## config.mk

```make
export PLATFORM = sky130hd
export DESIGN_NAME = mac4b_seq
export DESIGN_NICKNAME = d
export VERILOG_FILES = /design/src/rtl/mac4b_seq.sv
export SDC_FILE = /design/constraint.sdc
export NUM_CORES = 1
export LEC_CHECK = 0
export ABC_AREA = 0
export CORE_ASPECT_RATIO = 1.5
export CORE_MARGIN = 3
export CORE_UTILIZATION = 54
export CTS_CLUSTER_DIAMETER = 100
export DETAILED_ROUTE_END_ITERATION = 7
export PLACE_DENSITY = 0.8
export SYNTH_ARGS = -nofsm -noshare
export SYNTH_HDL_FRONTEND = slang
export SYNTH_SLANG_ARGS = --single-unit
```

## constraint.sdc

```tcl
create_clock -name clk_i -period 2.6 [get_ports clk_i]
set_input_delay 0.26 -clock clk_i [delete_from_list [all_inputs] [get_ports clk_i]]
set_output_delay 0.26 -clock clk_i [all_outputs]
set_load 0.02 [all_outputs]
```

## src/rtl/mac4b_seq.sv

```systemverilog
// Dot-product sequencer for the 4-lane uint8 x int8 MAC: one command, N operand beats, one 32-bit result.
// Build option: define MAC4B_SEQ_RELU_EN to clamp negative results to zero on res_o (accumulator unaffected).
module mac4b_seq #(
    parameter int LEN_W = 16
) (
    input  logic             clk_i,
    input  logic             rst_i,
    input  logic             cmd_valid_i,
    output logic             cmd_ready_o,
    input  logic [LEN_W-1:0] cmd_len_i,
    input  logic [31:0]      cmd_init_i,
    input  logic             data_valid_i,
    output logic             data_ready_o,
    input  logic [31:0]      act_i,
    input  logic [31:0]      wgt_i,
    output logic             res_valid_o,
    input  logic             res_ready_i,
    output logic [31:0]      res_o,
    output logic             busy_o
);

    // state | meaning
    // IDLE  | waiting for a command
    // RUN   | accepting operand beats
    // DRAIN | last product still in the pipe register
    // DONE  | result presented, waiting for handshake
    typedef enum logic [1:0] {IDLE, RUN, DRAIN, DONE} state_t;

    state_t             state, state_nxt;
    logic [LEN_W-1:0]   remaining;
    logic [31:0]        acc;
    logic signed [17:0] pipe;
    logic               pipe_v;
    logic               cmd_hs, data_hs, res_hs;
    logic signed [17:0] mac_sum;

    // Activations are unsigned bytes, weights signed; the 4-lane sum always fits 18 bits.
    always_comb begin
        logic signed [17:0] a_ext, w_ext;
        mac_sum = '0;
        for (int k = 0; k < 4; k++) begin
            a_ext   = {10'd0, act_i[8*k +: 8]};
            w_ext   = {{10{wgt_i[8*k+7]}}, wgt_i[8*k +: 8]};
            mac_sum = mac_sum + a_ext * w_ext;
        end
    end

    assign cmd_ready_o  = (state == IDLE);
    assign data_ready_o = (state == RUN);
    assign res_valid_o  = (state == DONE);
    assign busy_o       = (state != IDLE);

    assign cmd_hs  = cmd_valid_i  && cmd_ready_o;
    assign data_hs = data_valid_i && data_ready_o;
    assign res_hs  = res_valid_o  && res_ready_i;

`ifdef MAC4B_SEQ_RELU_EN
    assign res_o = acc[31] ? 32'd0 : acc;
`else
    assign res_o = acc;
`endif

    always_comb begin
        state_nxt = state;
        case (state)
            IDLE:    if (cmd_hs) state_nxt = (cmd_len_i != '0) ? RUN : DONE;
            RUN:     if (data_hs && remaining == LEN_W'(1)) state_nxt = DRAIN;
            DRAIN:   if (pipe_v) state_nxt = DONE;
            DONE:    if (res_hs) state_nxt = IDLE;
            default: state_nxt = IDLE;
        endcase
    end

    always_ff @(posedge clk_i or posedge rst_i) begin
        if (rst_i) begin
            state     <= IDLE;
            remaining <= '0;
            acc       <= '0;
            pipe      <= '0;
            pipe_v    <= 1'b0;
        end else begin
            state <= state_nxt;

            if (cmd_hs)
                remaining <= cmd_len_i;
            else if (data_hs)
                remaining <= remaining - LEN_W'(1);

            pipe_v <= data_hs;
            if (data_hs)
                pipe <= mac_sum;

            if (cmd_hs)
                acc <= cmd_init_i;
            else if (pipe_v)
                acc <= acc + {{14{pipe[17]}}, pipe};
        end
    end

endmodule

```

### After elaboration in Yosys (flattened, before gate mapping)

Cells that the tools add are included.

* $add $sub $neg: 5
* $mul: 4
* eq/ne operators: 8
* mux-type cells: 10
* reductions and logical operators: 10

Operators by type and width (number)
* 9-bit by 8-bit multiplier with 17-bit output: 4
* 32-bit two-way mux: 2
* 18-bit by 17-bit adder with 18-bit output: 2
* 32-bit adder: 1
* 16-bit two-way mux: 2
* 17-bit by 17-bit adder with 18-bit output: 1
* 16-bit by 1-bit == test with 1-bit output (second input constant): 1
* 16-bit nonzero test: 1
* 16-bit by 1-bit subtractor with 16-bit output (second input constant): 1
* 2-bit two-way mux: 5
* 2-bit case mux with 4 select lines: 1
* 2-bit by 1-bit != test with 1-bit output (second input constant): 3
* 2-bit nonzero test: 3
* 2-bit == test (second input constant): 2
* 1-bit logical AND: 4
* 4-bit AND reduction: 1
* 2-bit by 1-bit == test with 1-bit output (second input constant): 1
* 2-bit zero test: 1
* 2-bit != test (second input constant): 1

* bits in registers: 69
* word-level logic and storage cells: 42

### Logic depth before layout (Yosys ltp)

Gate-level depths: netlist of run 1.

* word-level depth: 5
* depth in mapped cells: 26

### Least setup slack after synthesis of run 1

Ideal clock, no wire load.

* path kind: input port to flip-flop
* start point: input port wgt_i[2]
* end point: register pipe[17]
* library setup time: 0.136 ns
* data arrival time: 6.299 ns
* required time: 2.464 ns
* slack: -3.835 ns
* stages on the path: 25
* cell sequence: nand2_1 -> fa_1 -> inv_1 -> fa_1 -> inv_1 -> fa_1 -> inv_1 -> ha_1 -> inv_1 -> fa_1 -> inv_1 -> fa_1 -> inv_1 -> fa_1 -> inv_1 -> fa_1 -> fa_1 -> a21o_1 -> a21oi_1 -> nor2b_1 -> o21a_1 -> o41a_1 -> a41o_1 -> o31ai_1 -> o211ai_1

* word-level cells in the longest chain between the ends: 4

Ends and longest elaborated chain
* start: declaration: RTL line 15 `input logic [31:0] wgt_i,`
* 9-bit by 8-bit multiplier with 17-bit output: RTL line 44 `mac_sum = mac_sum + a_ext * w_ext;`
* 17-bit by 17-bit adder with 18-bit output: RTL line 44
* 18-bit by 17-bit adder with 18-bit output (2 in series): RTL line 44
* end signal: assignment: RTL line 91 `pipe <= mac_sum;`
* end: declaration: RTL line 32 `logic signed [17:0] pipe;`

No other way between the ends.
A chain may end at the register's enable or synchronous reset.

### Worst setup path after layout of run 1

* start point: input port act_i[30]
* end point: register pipe[15]

* word-level cells in the longest chain between the ends: 2

Ends and longest elaborated chain
* start: declaration: RTL line 14 `input logic [31:0] act_i,`
* 9-bit by 8-bit multiplier with 17-bit output: RTL line 44
* 18-bit by 17-bit adder with 18-bit output: RTL line 44

No other way between the ends.

==> impl_results.md, run 1 <==
* Status: finished with violations
* Failing checks: negative setup slack
* Synthesized cell area at 14,300 um^2
* Crit end category: flip-flop
* Longest Clk Path Bufs at 2
* CTS buffer count at 9
* Synth cell types at 55
* Post-synth ARST share at 1.00
* Tot GR Track Use at 0.305
* PortBufs at 152
* Ports at 153
* Die extent in y at 205 um
* Worst min path class: in2async
* Filler cells at 1,713
* Cells after synthesis at 1,611
* Antenna Cells at 0
* Worst path required time at 2810 ps
* Largest cells by area after synthesis: fa_1 (32%), ha_1 (16%), dfrtp_1 (12%)
* DRT Pass-1 Iters at 5
* Slowest-stage cell, CP: fa_1
* Row count at 72
* Reg clk slew, reported paths at 60 ps
* Slew headroom at 0.578
* DR DRC count at 0
* Cell accounting for the most synthesized area: fa_1
* Crit-path cells: dlygate4sd2_1 > nand2_1 > fa_1 > fa_1 > fa_1 > inv_1 > fa_1 > fa_1 > fa_1 > fa_1 > inv_1 > fa_1 > inv_2 > ha_4 > a21oi_2 > nor2b_1 > o21a_1 > o41a_1 > a41o_1 > o22ai_2 > xnor2_1 > o21ai_1
* Hold Vio Cnt, Final at 0
* Layout Nets at 2,518
* Initial drt markers at 634
* EDFF count, synth at 0
* Top cell by count, worst path: fa_1
* Core Area at 25,900 um^2
* CTS Sinks at 69
* Slew @ Worst Pin at 632 ps
* First-pass GRT wire length at 69.2 mm
* Design area at 19,400 um^2
* Wire length per cell at 19.1 um
* Predominant post-synthesis flop cell: dfrtp_1
* Final Wtd Congestion at 0.931
* Die span in x at 139 um
* H-tree Lvls at 3
* Max incr delay on CP at 660 ps
* Initial antenna violation count at 0
* Post-DP HPWL at 34.8 mm
* Worst setup SP type: input pin
* Synth warn at 0
* Share of the synthesized area in the top cell type at 0.322
* Final Max Tran Viols at 0
* CTS tree: yes
* Final ANT Viol Nets at 0
* Setup-failing EPs final at 26
* Initial Utilization at 0.552
* Most frequent cell after synthesis: inv_1
* Final WS setup at -3920 ps
* Max-Cap Viols at 0
* Syn-to-layout area delta at 35.7%
* Clk Latency, worst-skew pair at 340 ps
* RSZ-0062 raised after global routing: yes
* Drt total wl at 44.4 mm
* Arrival time worst endpoint at 6730 ps
* Cell family with most CP delay: adder cells
* Post-Syn Nets at 2,142
* Die Footprint at 28,600 um^2
* CP Buf/Inv Count at 4
* Final period util at 2.51
* Routed vias/inst at 5.53
* Register area share after synthesis at 0.121
* Fin crit period at 6520 ps
* Via count at 12,853
* Largest net degree at the start of global routing at 44
* Mapped Avg Cell Area at 8.89 um^2
* Worst-path maximum fanout at 3
* Share of layout cells above drive strength 1 at 0.249
* Root Buffer: clkbuf_16
* Yosys reg bits at 69
* Fmax at 153 MHz
* Overflow after GRT at 0
* Vias in the first global route at 14,435
* Area after DPL at 18,000 um^2
* Top cells by count, synth: inv_1 (362), fa_1 (230), ha_1 (184)
* Worst clock skew at 9.35 ps
* Worst Setup Path Type: in2reg
-- logic make-up (layout without fill, tap and decap cells) --
group                    count (synthesis)  in the layout  synth area share
AND/OR/NAND/NOR                        465            465             0.163
adder cells (fa/ha/maj)                414            414             0.482
buffers and inverters                  389            770             0.102
AO/OA/AOI/OAI                          203            203            0.0882
flip-flops                              69             69             0.121
XOR/XNOR                                60             60            0.0367
multiplexers                            11             11           0.00769
-- stage by stage --
step,utilization,hold WS (ps),TNS (ps),instances,worst slack (ps)
floorplan,-,377,-45290,1611,-3600
global placement,0.693,471,-60700,2273,-4380
detailed placement,0.693,473,-63000,2273,-4510
CTS,0.734,322,-47270,2313,-3650
global route,0.749,386,-54180,2325,-4030
finish,0.749,323,-51260,2325,-3920
-- routing by layer --
metal / share of wire / GRT usage / vias to the layer above
met3: 0.037 / 0.0312 / 227
li1: - / - / 5758
met2: 0.55 / 0.594 / 488
met4: 0.085 / 0.216 / 0
met1: 0.32 / 0.296 / 6380
met5: 0 / 0 / -
-- area by class of cell --
| cell class | instances | area (um^2) | share of cell area |
|---|---|---|---|
| Clock buffer | 11 | 253 | 0.0130 |
| Clock inverter | 5 | 81.3 | 0.00419 |
| Inverter | 362 | 1360 | 0.0699 |
| Multi-Input combinational cell | 1153 | 12200 | 0.628 |
| Sequential cell | 69 | 1740 | 0.0896 |
| Tap cell | 333 | 417 | 0.0214 |
| Timing Repair Buffer | 392 | 3380 | 0.174 |
-- worst paths after layout --
check / cells after the start / slack (ps) / end / from
worst max-delay path: 22 / -3920 / pipe[15] / act_i[30]
worst min register to register: 2 / 500 / pipe[8] / pipe[8]
worst max register to register: 11 / -320 / res_o[31] / res_o[6]
worst min-delay path: 2 / 320 / remaining[6] / rst_i
min in group clk_i: 3 / 470 / res_o[12] / cmd_init_i[12]
max in group asynchronous: 3 / 1620 / pipe[17] / rst_i
-- state kept, by name (all words and copies together) (netlist names) --
| register | cells |
|---|---|
| pipe_v | 1 |
| pipe | 18 |
| remaining | 16 |
| state | 2 |
| res_o | 32 |
-- cells in the final DEF, fill, tap and decap left out, types with 8 or more instances in the layout --
cell / count
ha_1: 140
fa_1: 224
nand3_1: 14
a21oi_2: 13
dfrtp_2: 12
inv_1: 340
nor2_1: 54
buf_4: 201
xnor2_1: 34
nand2b_1: 15
o21ai_0: 37
buf_2: 23
nor2b_1: 16
and3_1: 8
clkdlybuf4s50_1: 88
dfrtp_1: 57
and2_1: 117
a21o_1: 15
xor2_1: 17
clkbuf_16: 9
buf_6: 47
and2_4: 30
ha_4: 41
o21ai_1: 19
mux2i_1: 11
nand2_2: 8
a21oi_1: 49
nor4_1: 8
dlygate4sd2_1: 17
inv_2: 22
nand2_1: 155
-- timing repair --
action	in CTS	in global routing
gates resized for setup	369	84
pin swaps	114	74
setup buffers	31	15
endpoints found under the setup margin	32	36
endpoints found under the hold margin	0	0
hold buffers	0	0
Power of run 1 is left out: the tool's default activity adds up to more than one toggle a clock period on the data nets, which glitch-free logic cannot reach.
==> run 2, diff against run 1 <==
--- a/config.mk
+++ b/config.mk
@@ -6,8 +6,8 @@
 export NUM_CORES = 1
 export LEC_CHECK = 0
 export ABC_AREA = 0
+export CAP_MARGIN = 40
 export CORE_ASPECT_RATIO = 1.5
-export CORE_MARGIN = 3
 export CORE_UTILIZATION = 54
 export CTS_CLUSTER_DIAMETER = 100
 export DETAILED_ROUTE_END_ITERATION = 7
==> impl_results.md, run 2 (synthesized netlist as in run 1, its figures left out) <==
* Wire length per cell at 18.4 um
* Failing checks: negative setup slack
* Levels on crit path at 24
* Worst min path class: in2async
* Via count at 12,615
* Syn-to-layout area delta at 35.0%
* Worst path required time at 2810 ps
* Hold Vio Cnt, Final at 0
* Layout Nets at 2,519
* Final period util at 2.47
* Drt total wl at 42.8 mm
* CP Buf/Inv Count at 6
* Tot GR Track Use at 0.324
* Slew headroom at 0.614
* Cells on worst reg2reg path at 12
* CTS buffer count at 9
* Vias in the first global route at 14,201
* Commonest cells after routing, fill and taps aside: inv_1 (341), buf_4 (224), fa_1 (223)
* Setup crit start: act_i[28]
* Worst Setup Path Type: in2reg
* Final Wtd Congestion at 0.949
* Arrival time worst endpoint at 6640 ps
* Longest Clk Path Bufs at 2
* CTS Sinks at 69
* Die span in x at 135 um
* Slowest-stage cell, CP: fa_1
* Clk Latency, worst-skew pair at 340 ps
* Final WS setup at -3830 ps
* Slew @ Worst Pin at 579 ps
* Routed vias/inst at 5.42
* Die extent in y at 201 um
* Max incr delay on CP at 580 ps
* Worst-path maximum fanout at 3
* Core Area at 25,900 um^2
* DR DRC count at 0
* CP endpoint: pipe[13]
* Worst setup SP type: input pin
* Initial Utilization at 0.552
* H-tree Lvls at 3
* Max-Cap Viols at 0
* Final Max Tran Viols at 0
* Largest net degree at the start of global routing at 70
* Ports at 153
* Hold buffer count at cts at 0
* Fin crit period at 6430 ps
* Final ANT Viol Nets at 0
* Worst clock skew at 10.8 ps
* Crit end category: flip-flop
* Root Buffer: clkbuf_16
* Post-DP HPWL at 33.8 mm
* CTS tree: yes
* Storage cell area at 1740 um^2
* Initial antenna violation count at 0
* PortBufs at 152
* Crit-path cells: buf_6 > and2_4 > fa_1 > ha_1 > inv_2 > fa_1 > inv_1 > fa_1 > fa_1 > fa_1 > inv_2 > fa_1 > inv_1 > fa_2 > fa_2 > a21o_1 > a21oi_4 > nor2b_1 > o21a_1 > o41a_1 > buf_4 > a21o_1 > a211oi_2 > o31ai_1
* Initial drt markers at 569
* R2r setup slk at -200 ps
* Cell family with most CP delay: adder cells
* Die Footprint at 27,200 um^2
* Multi-input logic area at 12,100 um^2
* Reg2Reg Launch Point: pipe[0]
* Antenna Cells at 0
* Design area at 19,300 um^2
* Commonest non-fill, non-tap cell in the layout: inv_1
* Status: finished with violations
* Dpl ws at -4560 ps
* Overflow after GRT at 0
* Area after DPL at 18,000 um^2
* Top cell by count, worst path: fa_1
* Row count at 72
* RSZ-0062 raised after global routing: yes
* Fmax at 155 MHz
* Reg clk slew, reported paths at 60 ps
* Filler cells at 1,770
* Setup-failing EPs final at 27
* Share of layout cells above drive strength 1 at 0.244
* DRT Pass-1 Iters at 5
* Largest register FFs at 32
* First-pass GRT wire length at 67.6 mm
* R2R Path End: res_o[30]
* Hold Slack at 308 ps
-- run 2: cell type report --
type,count,area share
clock buffer,11,0.0126
inverter,362,0.0703
multi-input combinational,1153,0.627
timing repair buffer,393,0.174
sequential,69,0.0901
clock inverter,5,0.00434
tap,333,0.0216
-- run 2: worst min path at each step --
stage	depth (start not counted)	endpoint	slack [ps]	startpoint
floorplan	2	res_o[0]	380	cmd_init_i[0]
CTS	3	pipe[0]	340	rst_i
detailed placement	2	pipe[10]	480	pipe[10]
finish	3	remaining[3]	310	rst_i
global placement	2	pipe[3]	470	pipe[3]
global route	3	remaining[5]	360	rst_i
-- run 2: routing by layer --
metal,up-vias,GRT usage,wire (um)
met4,0,0.232,3700
met3,220,0.0267,1760
met1,6149,0.314,13900
met2,506,0.627,23400
met5,-,0,0
li1,5740,-,-
-- run 2: repair_timing --
action                                  in CTS  in global routing
pin swaps                                  116                 58
endpoints found under the setup margin      31                 38
resized for setup                          355                 83
hold endpoints to repair                     0                  0
setup buffers                               30                  8
-- run 2: stage by stage --
step / TNS, ps / utilization / cells
detailed placement: -63660 / 0.695 / 2278
CTS: -48180 / 0.733 / 2324
finish: -51110 / 0.745 / 2326
global route: -54450 / 0.745 / 2326
global placement: -61020 / 0.695 / 2278
floorplan: -45290 / - / 1611
-- run 2: worst min-delay path, cell delays in order --
cell	delay, ps
clkdlybuf4s50_1	410
inv_2	70
buf_12	310
Power of run 2 is left out for the same reason.
==> run 3, diff against run 2 <==
--- a/config.mk
+++ b/config.mk
@@ -11,7 +11,7 @@
 export CORE_UTILIZATION = 54
 export CTS_CLUSTER_DIAMETER = 100
 export DETAILED_ROUTE_END_ITERATION = 7
-export PLACE_DENSITY = 0.8
+export PLACE_DENSITY_LB_ADDON = 0.12
 export SYNTH_ARGS = -nofsm -noshare
 export SYNTH_HDL_FRONTEND = slang
 export SYNTH_SLANG_ARGS = --single-unit
==> impl_results.md, run 3 (synthesized netlist as in run 1, its figures left out) <==
* Setup TNS at -47,070 ps
* Final period util at 2.39
* Worst min path class: in2async
* Arrival time worst endpoint at 6440 ps
* Final Wtd Congestion at 0.920
* Vias in the first global route at 13,178
* Hold Vio Cnt, Final at 0
* Reg2Reg Launch Point: pipe[0]
* Longest Clk Path Bufs at 2
* Tot GR Track Use at 0.290
* CTS buffer count at 9
* Cells on worst reg2reg path at 13
* Cell family with most CP delay: adder cells
* Final ANT Viol Nets at 0
* Share of layout cells above drive strength 1 at 0.244
* Max-Cap Viols at 0
* Design area at 19,300 um^2
* Die span in x at 135 um
* Initial antenna violation count at 0
* Worst setup SP type: input pin
* Initial Utilization at 0.552
* Final Util at 0.746
* Clk Latency, worst-skew pair at 350 ps
* Ports at 153
* Top cell by count, worst path: fa_1
* Failing checks: negative setup slack
* Largest register FFs at 32
* Status: finished with violations
* Worst Setup Path Type: in2reg
* R2r setup slk at -120 ps
* CTS Sinks at 69
* Drt total wl at 38.1 mm
* Largest net degree at the start of global routing at 36
* RSZ-0062 raised after global routing: yes
* PortBufs at 152
* Reg clk slew, reported paths at 60 ps
* Die Footprint at 27,200 um^2
* DR DRC count at 0
* Final Max Tran Viols at 0
* Grt met3 use at 0.0219
* Post-DP HPWL at 32.1 mm
* Antenna Cells at 0
* Initial drt markers at 394
* CTS tree: yes
* Routed vias/inst at 5.21
* R2R Path End: res_o[26]
* Overflow after GRT at 0
* Slew headroom at 0.521
* Dpl ws at -4500 ps
* Layout Nets at 2,503
* Wire length per cell at 16.5 um
* Max incr delay on CP at 540 ps
* First-pass GRT wire length at 61.1 mm
* Area after DPL at 18,000 um^2
* Fin crit period at 6220 ps
* Die extent in y at 201 um
* Worst path required time at 2810 ps
* GR Layer Usage met2 at 0.573
* Commonest cells after routing, fill and taps aside: inv_1 (339), fa_1 (224), buf_4 (204)
* Worst-path maximum fanout at 4
* Setup-failing EPs final at 21
* H-tree Lvls at 3
* Via count at 12,044
* Final WS setup at -3620 ps
* Syn-to-layout area delta at 35.1%
* Commonest non-fill, non-tap cell in the layout: inv_1
* Row count at 72
* Busiest layer in global routing: met2
* Slowest-stage cell, CP: fa_1
* Worst clock skew at 5.57 ps
* CP Buf/Inv Count at 8
* Slew @ Worst Pin at 716 ps
* Met1 usage at 0.288
* Hold buffer count at cts at 0
* Crit end category: flip-flop
* Core Area at 25,900 um^2
* DRT Pass-1 Iters at 4
* Fmax at 161 MHz
* Root Buffer: clkbuf_16
## run 3: timing repair
item                                    4_1_cts  5_1_grt
endpoints found under the setup margin       30       39
gates resized for setup                     340      145
pin swaps                                   108       93
setup buffers                                21       15
cloned                                        0        0
## run 3: stage by stage
| step | std cells | hold WS (ps) |
|---|---|---|
| after global placement | 2267 | 473 |
| after CTS | 2301 | 335 |
| after global routing | 2310 | 382 |
| after detailed placement | 2267 | 486 |
| after floorplan | 1611 | 377 |
| final | 2310 | 315 |
## run 3: layer usage
layer / up-vias / routed length [um]
met3: 107 / 908
met2: 240 / 21600
met4: 0 / 2300
met1: 5972 / 13300
met5: - / 0
li1: 5725 / -
## run 3: final cells by class
type / count / area, um^2
multi-input combinational: 1153 / 12200
fill: 1958 / 6600
timing repair buffer: 377 / 3300
sequential: 69 / 1740
inverter: 362 / 1360
tap: 333 / 417
clock buffer: 11 / 243
clock inverter: 5 / 106
## run 3: worst max-delay path by stage
stage | from | endpoint | slack (ps) | cells after the start
finish | act_i[1] | pipe[17] | -3620 | 26
global route | wgt_i[14] | pipe[17] | -3890 | 24
CTS | wgt_i[7] | pipe[17] | -3690 | 22
detailed placement | wgt_i[2] | pipe[17] | -4500 | 26
global placement | wgt_i[2] | pipe[15] | -4410 | 27
floorplan | act_i[3] | pipe[15] | -3600 | 21
## run 3: worst reg2reg max path, delay by kind of cell, from the launching register on
family / cells / cell delay, ps
AND/OR/NAND/NOR: 1 / 50
buffers and inverters: 2 / 210
XOR/XNOR: 1 / 150
multiplexers: 1 / 180
AO/OA/AOI/OAI: 6 / 1180
adder cells (fa/ha/maj): 2 / 420
flip-flops: 1 / 420
Power of run 3 is left out for the same reason.
